==> src/rtl/us_echo_responder.sv <==
// Ultrasonic sensor emulator: answers a valid trigger pulse with an
// echo pulse of programmable width after a fixed flight delay.
module us_echo_responder #(
    parameter int unsigned TRIG_MIN       = 500,
    parameter int unsigned DELAY_CYCLES   = 50,
    parameter int unsigned MAX_ECHO       = 50000,
    parameter int unsigned HOLDOFF_CYCLES = 1000
) (
    input  logic        clk_50M,
    input  logic        reset,
    input  logic        trigger,
    input  logic [21:0] echo_width,
    output logic        echo_tx,
    output logic        busy,
    output logic        done,
    output logic        trig_err,
    output logic [2:0]  state
);

    typedef enum logic [2:0] {
        IDLE    = 3'd0,
        ARM     = 3'd1,
        DELAY   = 3'd2,
        ECHO    = 3'd3,
        HOLDOFF = 3'd4
    } state_t;

    localparam logic [21:0] TRIG_C  = 22'(TRIG_MIN);
    localparam logic [21:0] DLY_C   = 22'(DELAY_CYCLES - 1);
    localparam logic [21:0] MAXE_C  = 22'(MAX_ECHO);
    localparam logic [21:0] HOLD_C  = 22'(HOLDOFF_CYCLES - 1);

    state_t      state_q, state_n;
    logic [21:0] cnt_q, cnt_n;
    logic [21:0] w_q, w_n;
    logic        echo_n, done_n, err_n, busy_n;

    assign state = state_q;

    // Next-state, counter, width latch and registered-output values
    always_comb begin
        state_n = state_q;
        cnt_n   = cnt_q;
        w_n     = w_q;
        echo_n  = echo_tx;
        done_n  = 1'b0;
        err_n   = 1'b0;
        case (state_q)
            IDLE: begin
                cnt_n  = '0;
                echo_n = 1'b0;
                if (trigger) begin
                    state_n = ARM;
                    cnt_n   = 22'd1;
                end
            end
            ARM: begin
                if (trigger) begin
                    if (cnt_q < TRIG_C) cnt_n = cnt_q + 22'd1;
                end else if (cnt_q >= TRIG_C) begin
                    w_n     = (echo_width >= MAXE_C) ? MAXE_C : echo_width;
                    state_n = DELAY;
                    cnt_n   = '0;
                end else begin
                    err_n   = 1'b1;
                    state_n = IDLE;
                    cnt_n   = '0;
                end
            end
            DELAY: begin
                if (cnt_q == DLY_C) begin
                    cnt_n = '0;
                    if (w_q == '0) begin
                        state_n = HOLDOFF;
                        done_n  = 1'b1;
                    end else begin
                        state_n = ECHO;
                        echo_n  = 1'b1;
                    end
                end else begin
                    cnt_n = cnt_q + 22'd1;
                end
            end
            ECHO: begin
                if (cnt_q == w_q - 22'd1) begin
                    echo_n  = 1'b0;
                    done_n  = 1'b1;
                    state_n = HOLDOFF;
                    cnt_n   = '0;
                end else begin
                    cnt_n = cnt_q + 22'd1;
                end
            end
            HOLDOFF: begin
                if (cnt_q == HOLD_C) begin
                    state_n = IDLE;
                    cnt_n   = '0;
                end else begin
                    cnt_n = cnt_q + 22'd1;
                end
            end
            default: begin
                state_n = IDLE;
                cnt_n   = '0;
                echo_n  = 1'b0;
            end
        endcase
        busy_n = (state_n != IDLE);
    end

    // State, counter, width latch and output registers
    always_ff @(posedge clk_50M) begin
        if (reset) begin
            state_q  <= IDLE;
            cnt_q    <= '0;
            w_q      <= '0;
            echo_tx  <= 1'b0;
            busy     <= 1'b0;
            done     <= 1'b0;
            trig_err <= 1'b0;
        end else begin
            state_q  <= state_n;
            cnt_q    <= cnt_n;
            w_q      <= w_n;
            echo_tx  <= echo_n;
            busy     <= busy_n;
            done     <= done_n;
            trig_err <= err_n;
        end
    end

endmodule
==> config.mk <==
export PLATFORM = sky130hd
export DESIGN_NAME = us_echo_responder
export DESIGN_NICKNAME = d
export VERILOG_FILES = /design/src/rtl/us_echo_responder.sv
export SDC_FILE = /design/constraint.sdc
export NUM_CORES = 1
export LEC_CHECK = 0
export CORE_MARGIN = 2
export CORE_UTILIZATION = 50
export DETAILED_ROUTE_END_ITERATION = 6
export PLACE_DENSITY = 0.69
export SLEW_MARGIN = 0
export SYNTH_ARGS = -nofsm -noshare
export SYNTH_HDL_FRONTEND = slang
export SYNTH_SLANG_ARGS = --single-unit
==> constraint.sdc <==
create_clock -name clk_50M -period 4.6 [get_ports clk_50M]
set_clock_uncertainty 0.15 [all_clocks]
set_input_delay 0.46 -clock clk_50M [delete_from_list [all_inputs] [get_ports clk_50M]]
set_output_delay 0.46 -clock clk_50M [all_outputs]
set_load 0.03 [all_outputs]
; Word-level counts from Yosys, hierarchy flattened
; Index checks and enable logic that the tools add are counted.
[word_totals]
reg_bits = 51
input_bits = 25
out_inout_bits = 7
wordCells = 58
[op_classes]
addsub = 2
n_lt_le_gt_ge = 3
eq_ne = 11
mux = 25
n_bitwise = 3
reduce_logical = 7
[ops]
columns = operator, n
row1 = 22-bit 2-to-1 mux, 6
row2 = 22-bit one-hot mux with 5 select lines, 1
row3 = "22-bit by 1-bit adder with 22-bit output, second input constant", 1
row4 = "22-bit by 10-bit equality test with 1-bit output, second input constant", 1
row5 = 22-bit equality test, 1
row6 = "22-bit by 6-bit equality test with 1-bit output, second input constant", 1
row7 = "22-bit by 16-bit >= comparator with 1-bit output, second input constant", 1
row8 = "22-bit by 9-bit >= comparator with 1-bit output, second input constant", 1
row9 = 22-bit logical NOT, 1
row10 = "22-bit by 9-bit < comparator with 1-bit output, second input constant", 1
row11 = "22-bit by 1-bit subtractor with 22-bit output, second input constant", 1
row12 = 3-bit 2-to-1 mux, 6
row13 = 3-bit one-hot mux with 5 select lines, 1
row14 = 1-bit 2-to-1 mux, 8
row15 = "3-bit by 2-bit equality test with 1-bit output, second input constant", 2
row16 = "2-bit inequality test, second input constant", 3
row17 = 4-bit AND reduction, 1
row18 = "3-bit by 1-bit equality test with 1-bit output, second input constant", 1
row19 = "3-bit equality test, second input constant", 1
row20 = 3-bit logical NOT, 1
row21 = "3-bit inequality test, second input constant", 1
row22 = 1-bit inverter, 3
row23 = 1-bit one-hot mux with 3 select lines, 1
row24 = 3-bit AND reduction, 1
row25 = other kinds (5), 5

; Depth between registers and ports, before layout
; Gate-level depths: netlist (run 1).
[depth]
depth_word = 5
mapped_depth = 13
ltp_nobuf = 11

; Worst setup path after synthesis (run 1)
; OpenSTA, ideal clock, no wires.
[synth_path]
path_kind = flip-flop to flip-flop
from = register w_q[12]
to = register cnt_q[18]
setup_time_ns = 0.096
t_arrival_ns = 2.980
required_ns = 4.354
slack_ns = 1.374
path_stages_with_launch = 14
n_path_buf = 4
period_less_slack_ns = 3.226
path_cell_list = dfxtp_1 > buf_6 > or4_4 > or3_1 > buf_6 > nor4_4 > o31ai_1 > o2111ai_1 > and4b_1 > buf_6 > o21ai_4 > nand2_4 > buf_6 > o41ai_2
[synth_via]
elab_chain_cells = 4
[synth_lines]
columns = element, line_no
row1 = "start, declared", 35  ; logic [21:0] w_q, w_n;
row2 = "start signal, assigned", 124  ; w_q <= w_n;
row3 = 22-bit by 1-bit subtractor with 22-bit output, 85  ; if (cnt_q == w_q - 22'd1) begin
row4 = 22-bit equality test, 85
row5 = 22-bit 2-to-1 mux, 85
row6 = 22-bit one-hot mux with 5 select lines, 48  ; case (state_q)
row7 = "end signal, assigned", 123  ; cnt_q <= cnt_n;
row8 = "end, declared", 34  ; logic [21:0] cnt_q, cnt_n;
; No other way between the ends.
; A chain may end at the register's enable or synchronous reset.

; Final worst setup path (run 1)
[layout_path]
from = register w_q[4]
to = register cnt_q[10]
; Same word-level chain as after synthesis.

==> out/metrics.sh, run 1 <==
NETLIST_TOP_CELLS_COUNT='sky130_fd_sc_hd__nor2_1 (53), sky130_fd_sc_hd__dfxtp_1 (51), sky130_fd_sc_hd__nand2_1 (39)'
RELSLEWSLACK=0.3817
CRITICAL_PATH.CELL_CHAIN='nor4_1 > nand3_1 > or4b_2 > a2bb2oi_1 > o2111ai_1 > and4b_1 > o21ai_4 > nand2_4 > o311ai_0'
FMAXACHIEVABLE_MHz=257.0
DETAILED_ROUTE_WIRE_LENGTH_UM=8657
SYNTH_SEQUENTIAL_AREA_RATIO=0.3073
CORE.ROWCOUNT=29
POWER_PER_CELL_AREA_nW_PER_UM2=219.7
RUN_STATUS='finished clean'
NUMPLACEDINSTANCES=522
LARGEST_VOLTAGE_DROP_ON_THE_VDD_NET_V=0.0001340
PLACEABLECOREAREA_UM2=6386
YOSYS_WARNINGS=0
HOLDCRITPATHCLASS='register to register'
MIN_DELAY_PATH_DEPTH=1
PLACE_AREA_UM2=3618
CLOCK-ROOT-BUFFER='sky130_fd_sc_hd__clkbuf_8'
TRITONCTS.NUM_BUFFERS=5
YS.FLOP_TYPE='sky130_fd_sc_hd__dfxtp_1'
HPWL_UM=6470
POST-ROUTE-PERIOD-UTIL=0.8457
ANTENNADIODECOUNT=0
SYNTH_CELL_TYPES=57
ROUTABILITYCONGESTION=0.8983
CLK_PATH_BUF_DEPTH=2
CP_NUM_BUF_INV=0
AREA_GROWTH_FROM_SYNTHESIS_TO_LAYOUT_PCT=12.32
DRC_ERRORS=0
WORST_SLEW_PIN_SLEW_PS=921.2
SYNTH.AVG_CELL_AREA_UM2=7.550
LAYOUT-DRIVE-GT1-SHARE=0.04857
IO_PINS=32
WORST_R2R_STARTPOINT='w_q[4]'
DIEAREA_UM2=7312
REG2REG_DEPTH=9
DESIGN_AREA_UM2=3731
CTS_HOLD_REPAIR.BUFFERS=0
FIRST_PASS_ITERS=5
SETUP_REPAIR_AFTER_GLOBAL_ROUTING_MISSED_ITS_MARGIN='false'
ASYNC_RESET_FF_FRAC=0
NON_FILLER_INSTANCE_COUNT_AFTER_LAYOUT=530
GRT_ANTENNA_BEFORE_REPAIR=0
DIE_W_UM=85.51
SYNTH_TOP_AREA_CELL='sky130_fd_sc_hd__dfxtp_1'
GLOBALROUTEOVERFLOWTOTAL=0
TIMING.CRITICAL_PATH.SLOWEST_CELL_DELAY_PS=720
HOLDPATHEND='w_q[20]'
SYNTHMOSTINSTANTIATEDCELL='sky130_fd_sc_hd__nor2_1'
GRT_MAX_DEGREE=20
FLOORPLAN_DIE_HEIGHT_UM=85.51
DRT_FIRST_ITER_VIOLATIONS=203
POST-ROUTE-MIN-PERIOD_PS=3890
TIMING.CRITICAL_PATH.ARRIVAL_PS=3930
CP-END-KIND='register'
SUMMED_NEGATIVE_SETUP_SLACK_OVER_ALL_ENDPOINTS_PS=0
WORST-ENDPOINT-REQUIRED_PS=4640
SYN_NETS=469
SETUP_VIOL=0
MAX_CAP_VIOLATIONS=0
STARTPOINT_TYPE='register'
ANT_NETS=0
CP_MAX_FO=19
WORST_SETUP_HOLD_PATH_CLK_SLEW_PS=100
SETUP_SLACK_PS=709.6
FINAL-MAX-SLEW-VIOLATION-COUNT=0
PLACE_WS_PS=787.8
HOLD_START='w_q[20]'
IO_BUFFERS=31
GRT_PASS1_WL_UM=14800
POST-CTS-SETUP-BUFFER-COUNT=0
SYNTH.AREA.TOP_CELLS='sky130_fd_sc_hd__dfxtp_1 (31%), sky130_fd_sc_hd__nor2_1 (6.0%), sky130_fd_sc_hd__nor3_1 (5.0%)'
SYNTH_TOP_CELL_AREA_SHARE=0.3073
INITIAL_UTILIZATION=0.5202
NNETSFINAL=481
CTS-RESIZED-GATES=0
CRIT_FAMILY='simple AND/OR/NAND/NOR gates'
FINALHOLDVIOLATIONS=0
SYNTH_AREA_UM2=3322
FINAL_CORE_UTILIZATION=0.5842
GRTUSAGETOTAL=0.2496
TIMING.REG2REG.SETUP_SLACK_PS=710
PATH_CLASS='register to register'
WL_PER_CELL_UM=16.33
VIA_COUNT_OF_THE_FIRST_GLOBAL_ROUTING_PASS=3076
VIA_DENSITY=6.132
CLOCK_INSERTION_DELAY_WORST_SKEW_PS=310
SYNTH_ENABLE_FLOP_CELLS=0
TIMING.RR.END='cnt_q[10]'
CLOCK_TREE_FROM_TRITONCTS='yes'
TOTAL_NUMBER_OF_VIAS=3250
CLKSINKCOUNT=51
HTREEDEPTH=2
POWER_LEAKAGE_uW=0.001351
CRITPATHSLOWESTCELL='sky130_fd_sc_hd__or4b_2'
POST_SYNTHESIS_INSTANCE_TOTAL=440
YS_FF_LATCH=51
[through the flow]
step           hold WS [ps]  power, uW
2_1_floorplan         314.3      479.3
3_3_place_gp          341.2      508.7
6_report              363.9      819.8
3_5_place_dp          342.1      509.1
4_1_cts               361.3      831.3
5_1_grt               386.3      851.9
[routing by layer]
layer	up-vias	part of all wire	global-route usage	wire, um
met4	0	0.016	0.07937	141
li1	1621	-	-	-
met2	88	0.46	0.3963	3991
met5	-	0	0	0
met1	1529	0.48	0.3495	4137
met3	12	0.045	0.03850	387
[cell usage in the layout (no fill, tap or decap), types with 3 or more instances in the layout]
master and n:
sky130_fd_sc_hd__nor2_1 53, sky130_fd_sc_hd__dfxtp_1 51, sky130_fd_sc_hd__nand2_1 39, sky130_fd_sc_hd__nor3_1 33, sky130_fd_sc_hd__clkdlybuf4s50_1 31, sky130_fd_sc_hd__nand3_1 25
sky130_fd_sc_hd__xnor2_1 17, sky130_fd_sc_hd__o21ai_0 16, sky130_fd_sc_hd__xor2_1 16, sky130_fd_sc_hd__inv_1 15, sky130_fd_sc_hd__nor4_1 15, sky130_fd_sc_hd__nand4_1 15
sky130_fd_sc_hd__a22oi_1 11, sky130_fd_sc_hd__and2_1 9, sky130_fd_sc_hd__o31ai_1 8, sky130_fd_sc_hd__a21oi_1 8, sky130_fd_sc_hd__nand2b_1 6, sky130_fd_sc_hd__a31oi_1 6
sky130_fd_sc_hd__mux2i_1 5, sky130_fd_sc_hd__o22ai_1 5, sky130_fd_sc_hd__clkbuf_8 5, sky130_fd_sc_hd__buf_4 5, sky130_fd_sc_hd__a211oi_1 4, sky130_fd_sc_hd__nor3b_1 4
sky130_fd_sc_hd__o311ai_0 4, sky130_fd_sc_hd__ha_1 4, sky130_fd_sc_hd__or4_1 3
[state kept, by name, summed over array words and instances, names as in the netlist]
| register | cells |
|---|---|
| cnt_q | 22 |
| w_q | 22 |
| state | 3 |
| trig_err | 1 |
| busy | 1 |
| echo_tx | 1 |
| done | 1 |
[power breakdown]
part           total [uW]  internal [uW]  leakage [uW]  switching, uW
Sequential            446            443      0.000411           2.54
Clock                 321            162     0.0000581            159
Combinational        53.4           27.7      0.000882           25.7
[area by class of cell]
class / count / area (um^2)
Multi-Input combinational cell: 343 / 2097
Inverter: 15 / 56.30
Clock buffer: 5 / 68.82
Sequential cell: 51 / 1021
Fill cell: 608 / 2655
Tap cell: 77 / 96.34
Timing Repair Buffer: 36 / 347.8
Clock inverter: 3 / 43.79
[worst max path at each step]
| stage | start | slack (ps) | end | cells past startpoint |
|---|---|---|---|---|
| finish | w_q[4] | 710 | cnt_q[10] | 9 |
| global route | w_q[5] | 440 | cnt_q[10] | 9 |
| CTS | w_q[0] | 750 | cnt_q[10] | 9 |
| detailed placement | w_q[4] | 790 | cnt_q[11] | 9 |
| global placement | w_q[0] | 940 | busy | 9 |
| floorplan | w_q[12] | 1370 | cnt_q[18] | 13 |
[cell families after synthesis]
group                    share of synthesized area
flip-flops                                  0.3073
AO/OA/AOI/OAI                               0.1725
buffers and inverters                      0.06139
AND/OR/NAND/NOR                             0.3416
adder cells (fa/ha/maj)                    0.01507
multiplexers                               0.01507
XOR/XNOR                                   0.08700
(Power assumes the default switching activity.)
==> inputs of run 2 (changes only) <==
--- a/config.mk
+++ b/config.mk
@@ -8,7 +8,7 @@
 export CORE_MARGIN = 2
 export CORE_UTILIZATION = 50
 export DETAILED_ROUTE_END_ITERATION = 6
-export PLACE_DENSITY = 0.69
+export PLACE_DENSITY = 0.72
 export SLEW_MARGIN = 0
 export SYNTH_ARGS = -nofsm -noshare
 export SYNTH_HDL_FRONTEND = slang
==> constraint.sdc (replaced) <==
create_clock -name clk_50M -period 3.3 [get_ports clk_50M]
set_clock_uncertainty 0.15 [all_clocks]
set_input_delay 0.33 -clock clk_50M [delete_from_list [all_inputs] [get_ports clk_50M]]
set_output_delay 0.33 -clock clk_50M [all_outputs]
set_load 0.03 [all_outputs]
==> run 2 against run 1 <==
Against the previous run:
- critical path depth is 2 higher
- register-to-register slack worse by 600 ps
- largest cell class unchanged
- cell count up 6.2%
- via count increased by 6.4%
- wire length is 8.2% higher
- die area stayed put
- count of clock-buffer cells in the layout grew 1
==> out/metrics.sh, run 2 (synthesis results as in run 1) <==
GRTUSAGETOTAL=0.2652
CLK_PATH_BUF_DEPTH=2
ANT_NETS=0
VIA_DENSITY=6.144
IO_PINS=32
CRITPATHSLOWESTCELL='sky130_fd_sc_hd__or4b_2'
CLOCK-ROOT-BUFFER='sky130_fd_sc_hd__clkbuf_8'
LAYOUT-DRIVE-GT1-SHARE=0.1420
RUN_STATUS='finished clean'
LAYOUT.AREA.SEQ_UM2=1021
TIMING.CRITICAL_PATH.SLOWEST_CELL_DELAY_PS=710
STARTPOINT_TYPE='register'
AREA_GROWTH_FROM_SYNTHESIS_TO_LAYOUT_PCT=23.28
POST-ROUTE-PERIOD-UTIL=0.9668
IO_BUFFERS=31
SUMMED_NEGATIVE_SETUP_SLACK_OVER_ALL_ENDPOINTS_PS=0
DIE_W_UM=85.51
HTREEDEPTH=2
INITIAL_UTILIZATION=0.5202
GRT_ANTENNA_BEFORE_REPAIR=0
DETAILED_ROUTE_WIRE_LENGTH_UM=9370
DRC_ERRORS=0
FLOORPLAN_DIE_HEIGHT_UM=85.51
FMAXACHIEVABLE_MHz=313.4
GRT_PASS1_WL_UM=15810
CRITICAL_PATH.MOST_COMMON_CELL='sky130_fd_sc_hd__buf_4'
POST-ROUTE-MIN-PERIOD_PS=3190
MOST-COMMON-LAYOUT-CELLS='sky130_fd_sc_hd__nor2_1 (53), sky130_fd_sc_hd__dfxtp_1 (51), sky130_fd_sc_hd__nand2_1 (39)'
FINAL-MAX-SLEW-VIOLATION-COUNT=0
PLACEABLECOREAREA_UM2=6386
TIMING.CRITICAL_PATH.ARRIVAL_PS=3220
LARGEST_VOLTAGE_DROP_ON_THE_VDD_NET_V=0.0002229
RELSLEWSLACK=0.5646
FIRST_PASS_ITERS=5
GLOBALROUTEOVERFLOWTOTAL=0
MAX_CAP_VIOLATIONS=0
DIEAREA_UM2=7312
LAYOUT.CELLS.MOST_COMMON='sky130_fd_sc_hd__nor2_1'
PATH_CLASS='register to register'
FINALHOLDVIOLATIONS=0
DRT_FIRST_ITER_VIOLATIONS=143
CRITICAL_PATH.CELL_CHAIN='or4_4 > buf_4 > or4b_2 > a2bb2oi_2 > o2111ai_1 > and4b_1 > buf_6 > o21ai_4 > buf_4 > a31oi_4 > mux2i_1'
WL_PER_CELL_UM=16.64
HPWL_UM=7149
VIA_COUNT_OF_THE_FIRST_GLOBAL_ROUTING_PASS=3275
CP-END-KIND='register'
NUMPLACEDINSTANCES=552
GRT_MAX_DEGREE=25
WORST_SETUP_HOLD_PATH_CLK_SLEW_PS=100
ANTENNADIODECOUNT=0
ROUTABILITYCONGESTION=0.9266
WORST_SLEW_PIN_SLEW_PS=644.9
TRITONCTS.NUM_BUFFERS=5
CORE.ROWCOUNT=29
CLKSINKCOUNT=51
WORST-ENDPOINT-REQUIRED_PS=3330
POWER_PER_CELL_AREA_nW_PER_UM2=282.3
SETUP_VIOL=0
POWER_LEAKAGE_uW=0.001614
CP_MAX_FO=6
FILLCELLCOUNT=577
SETUP_REPAIR_AFTER_GLOBAL_ROUTING_MISSED_ITS_MARGIN='true'
CLOCK_TREE_FROM_TRITONCTS='yes'
HOLDCRITPATHCLASS='register to register'
NON_FILLER_INSTANCE_COUNT_AFTER_LAYOUT=563
TOTAL_NUMBER_OF_VIAS=3459
NNETSFINAL=514
CLOCK_INSERTION_DELAY_WORST_SKEW_PS=300
AREA_OF_THE_MULTI_INPUT_GATES_UM2=2201
[run 2: changes by cell type in the layout (fill, tap and decap cells not counted), sizes merged]
cell	previous run	this run
clkinv	2	1
buf	5	37
clkbuf	5	6
nand2	40	41
[run 2: path summary, 6_finish.rpt]
| check | start | slack, ps | cells after the start | end |
|---|---|---|---|---|
| setup reg to reg | w_q[11] | 110 | 11 | cnt_q[2] |
| hold reg to reg | w_q[20] | 360 | 1 | w_q[20] |
| hold / removal | w_q[20] | 360 | 1 | w_q[20] |
| setup / recovery | w_q[11] | 110 | 11 | cnt_q[2] |
[run 2: through the flow]
stage	setup WS, ps	area [um^2]	util	hold WS, ps	power, uW
finish	109.6	4095	0.6413	363.0	1156
global route	-9.351	4095	0.6413	370.7	1194
CTS	21.79	3961	0.6203	360.5	1160
detailed placement	47.35	3844	0.6019	347.1	712.6
global placement	82.97	3844	0.6019	347.7	711.4
floorplan	74.26	3322	-	314.3	668.1
[run 2: per-layer routing]
metal  share of wire  up-vias  global-route usage
met5               0        -                   0
met4           0.018        0             0.06205
met3           0.057       16             0.03176
met2            0.47      130              0.4474
met1            0.46     1622              0.3636
li1                -     1691                   -
[run 2: layout make-up]
cell class / instances / area share
multi-input combinational: 344 / 0.5374
sequential: 51 / 0.2493
timing repair buffer: 68 / 0.1473
tap: 77 / 0.02353
clock buffer: 6 / 0.02016
inverter: 15 / 0.01375
clock inverter: 2 / 0.008555
[run 2: report_power, final]
group	switching, uW	internal (uW)	leakage [uW]
Clock	207	246	0.0000612
Combinational	39.8	42.4	0.00114
Sequential	3.91	617	0.000411
Total	250	906	0.00161
[run 2: repair_timing]
action,4_1_cts,5_1_grt
hold buffers,0,0
setup buffers,0,2
endpoints found under the hold margin,0,0
gates resized for setup,0,27
setup endpoints to repair,0,25
[run 2: critical path, delay by kind of cell, from the launching register on]
kind	cells	cell delay (ps)
and+or+nand+nor	3	1530
AOI/OAI and AO/OA	4	500
buffers and inverters	3	490
DFF	1	320
muxes	1	80
==> variant, RTL diff (config.mk and constraints of run 2) <==
Change the parameter `TRIG_MIN` from 500 to 250.
--- a/src/rtl/us_echo_responder.sv
+++ b/src/rtl/us_echo_responder.sv
@@ -3,3 +3,3 @@
 module us_echo_responder #(
-    parameter int unsigned TRIG_MIN       = 500,
+    parameter int unsigned TRIG_MIN       = 250,
     parameter int unsigned DELAY_CYCLES   = 50,
Formal check against the unedited RTL: no difference found for any inputs over 10 cycles, from zero or initial values and one cycle with reset high; that may be too few to reach the edited logic, so the function may still have changed.
==> variant against run 2 <==
  * Via count fell by 14%
  * Hold slack improved by 1.2 ps
  * Sequential power barely moved
  * Design area fell by 6.1%
  * Critical path depth fell by 2
  * Setup slack got worse by 95 ps
  * Power fell by 1.9%
  * Sequential cell count did not move
  * Synthesized area fell by 5.0%
  * Synthesized cell count fell by 11%
  * Routed wire length fell by 12%
  * Largest cell class unchanged
==> variant: results (changes against run 2) <==
| Metric | Value |
|---|---|
| Fill cells | 560 (-2.9%) |
| Sequential-to-total area share from yosys stat | 0.3236 (+0.01621) |
| Nets | 468 (-8.9%) |
| HP Class | reg2reg |
| Routed len/inst | 16.01 um (-3.8%) |
| Global-route wire length before repair | 13460 um (-15%) |
| List of most frequent post-synthesis cells | dfxtp_1 (51), nor2_1 (47), nand2_1 (24) |
| Share of cells above drive strength 1 | 0.1614 (+0.01939) |
| Clk slew on worst S/H paths | 100 ps (about the same) |
| Fin Hold WS | 364.2 ps (+1.180 ps) |
| Initial antenna violation count | 0 (unchanged) |
| Number of CTS-inserted buffers | 5 (unchanged) |
| Seq pwr | 622 uW (about the same) |
| H-tree Lvls | 2 (unchanged) |
| Sw Share | 0.2215 (+0.004896) |
| Comb power frac | 0.063 (-0.008) |
| Outcome | finished clean |
| Hold Path Cell Cnt | 2 (+1) |
| Worst Path Arrival | 3340 ps (+120 ps) |
| Cells after DPL | 503 (-8.9%) |
| Synthesized net count | 420 (-10%) |
| Critical path peak fanout | 7 (+1) |
| Top_reg_cell synth | dfxtp_1 |
| Area post-placement | 0.003643 mm^2 (-5.2%) |
| Final GP Congestion | 0.9285 (+0.21%) |
| Worst skew pair latency | 310 ps |
| Slowest stage delay, CP | 570 ps (-140 ps) |
| Slew HR | 0.6023 (+0.03777) |
| DRT iter0 DRCs | 117 (-18%) |
| Peak supply drop | 0.2383 mV (+6.9%) |
| Vias in the first global route | 2900 (-11%) |
| Largest net degree at the start of global routing | 21 (-16%) |
| Port-buffer cells | 31 (unchanged) |
| Final WS setup | 14.13 ps (-95.46 ps) |
| Slowest CP cell | or4_4 |
| Sw power | 251.1 uW (+0.27%) |
| Pleak | 0.001375 uW (-15%) |
| GRT Resource Usage Total | 0.2325 (-0.03269) |
| Root buffer cell | clkbuf_8 |
| Clk buf depth | 2 (unchanged) |
| Initial DRT Pass Iterations | 4 (-1) |
| Diodes inserted | 0 (unchanged) |
| Via-to-Cell Ratio | 5.798 (-5.6%) |
| Async SR Flop Fraction | 0 (unchanged) |
| Synthesized area per cell | 8.070 um^2 (+6.9%) |
| Sum Neg Setup Slack | 0 ps (unchanged) |
| DP HPWL | 6257 um (-12%) |
| Synth warn | 0 (unchanged) |
| Finished layout cell area | 0.003844 mm^2 (-6.1%) |
| R2r worst-path depth | 9 (-2) |
| Ranking of synthesized cells by area | dfxtp_1 (32%), xnor2_1 (6.4%), nor2_1 (5.6%) |
| Yosys cell types | 64 (+12%) |
| Routed wire length | 8246 um (-12%) |
[variant: changes by cell type after synthesis, moves of 7 or more]
cell / run 2 / this run
nor2_2: 0 / 7
clkbuf_1: 25 / 14
nor3_1: 33 / 15
nand2_1: 39 / 24
nand4_1: 15 / 7
o31ai_1: 8 / 1
nand3_1: 25 / 10
[variant: repair_timing]
action	in CTS	in global routing
buffers inserted	0	3
cloned	0	1
gates resized for setup	0	17
hold buffers	0	0
pin swaps	1	14
endpoints found under the hold margin	0	0
endpoints found under the setup margin	2	25
[variant: worst paths after layout]
check	to	startpoint
hold / removal	echo_tx$_SDFFE_PP0P_	echo_tx$_SDFFE_PP0P_
setup reg to reg	cnt_q[12]$_SDFFE_PP0P_	w_q[0]$_SDFFE_PP0P_
hold reg to reg	echo_tx$_SDFFE_PP0P_	echo_tx$_SDFFE_PP0P_
setup / recovery	cnt_q[12]$_SDFFE_PP0P_	w_q[0]$_SDFFE_PP0P_
[variant: final cells by class]
class	count	area share
clock buffer	5	0.01790
clock inverter	3	0.01139
multi-input combinational	304	0.5290
timing repair buffer	57	0.1315
inverter	20	0.01953
tap	75	0.02441
sequential	51	0.2663
[variant: worst max-delay path, delay by kind of cell (launching register included)]
kind	cells	cell delay, ps
AND/OR/NAND/NOR	4	1830
AO/OA/AOI/OAI	5	850
flip-flops	1	350
[variant: logic make-up (layout without fill, tap and decap cells)]
family	count (synthesis)	in the layout	share of synthesized area
xor gates and xnor gates	41	41	0.1138
AOI/OAI and AO/OA	83	83	0.1864
and+or+nand+nor	175	176	0.3085
buffers and inverters	37	85	0.05194
DFF	51	51	0.3236
adders and majority gates	4	4	0.01586
[variant: routing by layer]
layer  share of wire  GRT usage
met5               0          0
met4           0.020    0.07185
met3           0.051    0.04573
met2            0.45     0.3768
met1            0.47     0.3131
